`src/rtl/mem_port_arbiter.sv`:
```
// mem_port_arbiter
// Shares one program/data memory between the instruction-fetch port (read
// only) and the data-access port (read or write). Conflicts are resolved
// round-robin. Read data is captured after RD_LAT cycles of mem_read, and
// each finished transaction returns a one-cycle done pulse to its port.
// Optional feature macro: MEM_ARB_BURST_EN (two-byte fetch bursts).
module mem_port_arbiter #(
    parameter int ADDR_W = 13,
    parameter int DATA_W = 8,
    parameter int RD_LAT = 1
) (
    input  logic                  clk,
    input  logic                  rst,
    input  logic                  if_req,
    input  logic [ADDR_W-1:0]     if_addr,
    input  logic                  if_burst,
    output logic                  if_done,
    output logic [2*DATA_W-1:0]   if_rdata,
    input  logic                  d_req,
    input  logic                  d_we,
    input  logic [ADDR_W-1:0]     d_addr,
    input  logic [DATA_W-1:0]     d_wdata,
    output logic                  d_done,
    output logic [DATA_W-1:0]     d_rdata,
    output logic [ADDR_W-1:0]     mem_addr,
    output logic                  mem_read,
    output logic                  mem_write,
    output logic [DATA_W-1:0]     mem_wdata,
    input  logic [DATA_W-1:0]     mem_rdata
);

    typedef enum logic [2:0] {
        ST_IDLE,
        ST_ACCESS,
        ST_CAPTURE,
        ST_ACCESS2,
        ST_CAPTURE2
    } state_t;

    typedef enum logic {
        PORT_FETCH,
        PORT_DATA
    } port_t;

    // Final value of the read-latency counter; RD_LAT is legal in 1..7.
    localparam logic [2:0] LAST_CNT = 3'(RD_LAT - 1);

    state_t      state, state_n;
    port_t       grant, grant_n;
    port_t       last_grant, last_grant_n;
    logic [2:0]  cnt, cnt_n;
    logic        is_write;
    logic        is_burst;
    logic        start;
    logic        cap_lo;
    logic        cap_hi;
    logic        addr_inc;
    logic        burst_sel;

`ifdef MEM_ARB_BURST_EN
    assign burst_sel = if_burst;
`else
    // Bursts are not built in; the request flag is deliberately left unused.
    logic burst_unused;
    assign burst_unused = if_burst;
    assign burst_sel    = 1'b0;
`endif

    // State, grant owner, round-robin history and latency counter.
    always_ff @(posedge clk or negedge rst) begin
        if (!rst) begin
            state      <= ST_IDLE;
            grant      <= PORT_FETCH;
            last_grant <= PORT_DATA;
            cnt        <= '0;
        end else begin
            state      <= state_n;
            grant      <= grant_n;
            last_grant <= last_grant_n;
            cnt        <= cnt_n;
        end
    end

    // Next-state logic: arbitration in IDLE, latency counting in ACCESS.
    always_comb begin
        state_n      = state;
        grant_n      = grant;
        last_grant_n = last_grant;
        cnt_n        = cnt;
        start        = 1'b0;
        cap_lo       = 1'b0;
        cap_hi       = 1'b0;
        addr_inc     = 1'b0;
        case (state)
            ST_IDLE: begin
                cnt_n = '0;
                if (if_req || d_req) begin
                    start   = 1'b1;
                    state_n = ST_ACCESS;
                    if (if_req && d_req) begin
                        grant_n = (last_grant == PORT_DATA) ? PORT_FETCH : PORT_DATA;
                    end else if (if_req) begin
                        grant_n = PORT_FETCH;
                    end else begin
                        grant_n = PORT_DATA;
                    end
                    last_grant_n = grant_n;
                end
            end
            ST_ACCESS: begin
                if (is_write) begin
                    state_n = ST_CAPTURE;
                end else if (cnt == LAST_CNT) begin
                    cap_lo  = 1'b1;
                    state_n = ST_CAPTURE;
                end else begin
                    cnt_n = cnt + 3'd1;
                end
            end
            ST_CAPTURE: begin
                cnt_n = '0;
                if (is_burst) begin
                    addr_inc = 1'b1;
                    state_n  = ST_ACCESS2;
                end else begin
                    state_n = ST_IDLE;
                end
            end
            ST_ACCESS2: begin
                if (cnt == LAST_CNT) begin
                    cap_hi  = 1'b1;
                    state_n = ST_CAPTURE2;
                end else begin
                    cnt_n = cnt + 3'd1;
                end
            end
            ST_CAPTURE2: begin
                state_n = ST_IDLE;
            end
            default: begin
                state_n = ST_IDLE;
            end
        endcase
    end

    // Memory command registers and per-port read data capture.
    always_ff @(posedge clk or negedge rst) begin
        if (!rst) begin
            mem_addr  <= '0;
            mem_wdata <= '0;
            if_rdata  <= '0;
            d_rdata   <= '0;
            is_write  <= 1'b0;
            is_burst  <= 1'b0;
        end else begin
            if (start) begin
                is_write <= (grant_n == PORT_DATA) && d_we;
                is_burst <= (grant_n == PORT_FETCH) && burst_sel;
                mem_addr <= (grant_n == PORT_FETCH) ? if_addr : d_addr;
                if ((grant_n == PORT_DATA) && d_we) begin
                    mem_wdata <= d_wdata;
                end
            end
            if (addr_inc) begin
                mem_addr <= mem_addr + ADDR_W'(1);
            end
            if (cap_lo) begin
                if (grant == PORT_FETCH) begin
                    if_rdata <= {{DATA_W{1'b0}}, mem_rdata};
                end else begin
                    d_rdata <= mem_rdata;
                end
            end
            if (cap_hi) begin
                if_rdata[2*DATA_W-1:DATA_W] <= mem_rdata;
            end
        end
    end

    assign mem_read  = ((state == ST_ACCESS) && !is_write) || (state == ST_ACCESS2);
    assign mem_write = (state == ST_ACCESS) && is_write;
    assign if_done   = ((state == ST_CAPTURE) && (grant == PORT_FETCH) && !is_burst)
                       || (state == ST_CAPTURE2);
    assign d_done    = (state == ST_CAPTURE) && (grant == PORT_DATA);

endmodule

```
`config.mk`:
```
export PLATFORM = sky130hd
export DESIGN_NAME = mem_port_arbiter
export DESIGN_NICKNAME = d
export VERILOG_FILES = /design/src/rtl/mem_port_arbiter.sv
export SDC_FILE = /design/constraint.sdc
export NUM_CORES = 1
export LEC_CHECK = 0
export CORE_MARGIN = 2
export CORE_UTILIZATION = 38
export DETAILED_ROUTE_END_ITERATION = 10
export MAX_ROUTING_LAYER = met4
export PLACE_DENSITY_LB_ADDON = 0.25
export SETUP_SLACK_MARGIN = 0.02
export SKIP_LAST_GASP = 1
export SLEW_MARGIN = 5
export SYNTH_ARGS = -nofsm -noshare
export SYNTH_HDL_FRONTEND = slang
export SYNTH_SLANG_ARGS = --single-unit
```
`constraint.sdc`:
```
create_clock -name clk -period 1.95 [get_ports clk]
set_input_delay 0.39 -clock clk [delete_from_list [all_inputs] [get_ports clk]]
set_output_delay 0.39 -clock clk [all_outputs]
set_load 0.005 [all_outputs]
```
==> results <==
what timing repair did:
item	in CTS	in global routing
pin swaps	0	6
endpoints found under the setup margin	4	37
buffers inserted	8	7
gates resized for setup	10	8
hold endpoints to repair	0	0
hold buffers	0	0
cloned	0	1
power by group through the flow:
| stage | logic, mW | registers [mW] | clock network [mW] |
|---|---|---|---|
| final | 2.48 | 1.93 | 0.755 |
| after global routing | 2.72 | 2.00 | 0.827 |
| after CTS | 2.41 | 1.93 | 0.787 |
| after detailed placement | 2.29 | 1.98 | 0 |
| after global placement | 2.25 | 1.97 | 0 |
| after floorplan | 1.01 | 1.94 | 0 |
registers in the layout, indices dropped and copies added (netlist names):
| signal | count |
|---|---|
| mem_wdata | 8 |
| cnt | 3 |
| last_grant | 1 |
| state | 3 |
| if_rdata | 16 |
| grant | 1 |
| mem_addr | 13 |
| d_rdata | 8 |
| is_write | 1 |
cells in the mapped netlist, types with 2 or more instances:
master	n	area share [%]
o22ai_1	13	3.6
a22o_1	10	3.9
o21ai_0	14	3.1
ha_1	2	1.1
clkbuf_1	5	0.83
o21a_1	3	0.99
a21oi_1	2	0.44
nand3_1	2	0.44
inv_1	4	0.66
mux2_2	25	12
nand2_1	21	3.5
nor2b_1	2	0.55
nor2_1	4	0.66
nand2b_1	2	0.55
nor3_1	6	1.3
dfrtp_1	53	58
buf_6	3	1.5
cells by family after synthesis:
group,after synthesis
AOI/OAI and AO/OA,45
DFF,54
buffers and inverters,13
muxes,26
and+or+nand+nor,43
adders and majority gates,2
worst max path at each step:
stage | cells after the start | slack, ns | start | endpoint
2_1_floorplan | 8 | 0.08 | cnt[0] | if_rdata[10]
4_1_cts | 6 | -0.03 | state[2] | if_rdata[10]
6_report | 5 | 0.02 | state[2] | if_rdata[10]
5_1_grt | 5 | -0.03 | state[2] | if_rdata[10]
3_3_place_gp | 5 | 0.03 | d_req | mem_wdata[0]
3_5_place_dp | 5 | 0.009 | d_req | mem_wdata[2]
stage by stage:
step | hold WS, ns | setup TNS (ns)
2_1_floorplan | 0.0944 | 0
3_3_place_gp | 0.415 | 0
3_5_place_dp | 0.416 | 0
4_1_cts | 0.0758 | -0.291
5_1_grt | 0.0777 | -0.0816
6_report | 0.0633 | 0
routing by layer:
| layer | global-route usage (%) | wire [um] |
|---|---|---|
| met2 | 27.5 | 2730 |
| met1 | 19.6 | 2240 |
| met5 | - | 0 |
| met3 | 3.89 | 218 |
| met4 | 7.12 | 98 |
worst max-delay path, stage by stage (launching register included):
cell	delay, ns
dfrtp_2	0.44
buf_6	0.13
nand4bb_4	0.24
or4_4	0.60
nor2b_4	0.19
a22o_1	0.22
area by class of cell:
class,count,area (um^2)
inverters,4,15.0
multi-input cells,117,875
clock buffers,5,68.8
well taps,75,93.8
repair buffers,116,1110
clock inverters,3,47.5
fillers,518,2280
flip-flops and latches,54,1360
==> out/results.ini <==
[grt]
grt_pass1_wl_mm=8.17
grt_max_degree=55
grt_overflow=0
first_global_vias=1781
antenna_found_initial=0
track_usage_pct=16.7

[pwr]
power.share.combinational_pct=48.0
p_switching_mw=1.55
seq_power_share_pct=37.4
irDropWorstVdd_mv=0.656
power_mw=5.17
p_leak_nw=1.54
power.density_mw_per_mm2=1450
p_int_mw=3.62
clkPwrFrac_pct=14.6
swShare_pct=30.0

[clock_network]
cts_made_buffers=5
cts_tree=done
cts_buffer_depth=2
cts_max_level=2
cts.sinks=54
path_clk_slew_ns=0.10
clk_latency_ns=0.30
root_buffer=clkbuf_8

[status]
outcome=finished clean

[yosys]
synth_adder_area_share_pct=1.10
synth-edff-count=0
syn-num-nets=233
muxShareOfSynthArea_pct=12.9
ys_seq_area_share_pct=59.6
syn_area_mm2=0.00227
synth_simple_gate_area_share_pct=10.4
async_flop_share_pct=100
synth_cell_type_count=29
netlist_instances=183
synth-seq-cells=54
synth_compound_area_share_pct=12.9
syn_avg_cell_area_um2=12.4
ys.flop_type=dfrtp_1
synthXorXnorAreaFrac_pct=0
ys_warn_count=0
synth_top_family_by_area=compound AO/OA/AOI/OAI gates

[setup_path]
rr_startpoint=state[2]
crit_required_ns=2.15
arrival_ns=2.13
crit_path_start_kind=register
critPathCaptureType=register
r2r_slack_ns=0.02
crit_fanout=8
worstSetupPathType=register to register
r2r-end=if_rdata[10]
reg2reg_depth=5

[layout]
final_cells=374
nets=348
diodes=0
drive_above_1_share_pct=24.4
final_common_cell=clkdlybuf4s50_1
final_cell_mix=clkdlybuf4s50_1 (90), dfrtp_1 (49), mux2_2 (25)
area.growth.synth_to_final_pct=57.5
utilization_pct=61.1
final_design_area_no_fill_mm2=0.00357

[place]
post-place-ws_ns=0.00855
postPlaceCellArea_mm2=0.00332
dp_hpwl_mm=3.69
dp.cells=351
gp_congestion=0.740
numPortBuffers=95

[min_path]
hold_path_class=input port to asynchronous set/reset pin

[route]
wire_per_inst_um=14.1
via_count=1823
via_per_inst=4.87
firstDrtPassIters=4
route.detailed.drc=0
ant_nets=0
dr.first_iter.drc_count=96
wl_mm=5.29

[run]
cap_violations=0

[sta]
fmax_mhz=518
rsz0062_at_grt=yes
setup_ws_ns=0.0213
setup_viol=0
hold_viol_final=0
finClkSkew_ns=0.00670
relSlewSlack_pct=72.4
finalCriticalPeriod_ns=1.93
finalMaxSlewViolations=0
max_slew.worst_pin.slew_ns=0.413
finalCritPeriodShare_pct=98.9

[floorplan]
initial_core_util_pct=38.8
die_area_mm2=0.00660
die_h_um=81.3
rows=28
die_w_um=81.3
core-area_mm2=0.00585
io_pins=97

No activity file was read; power rests on OpenSTA's default activity.
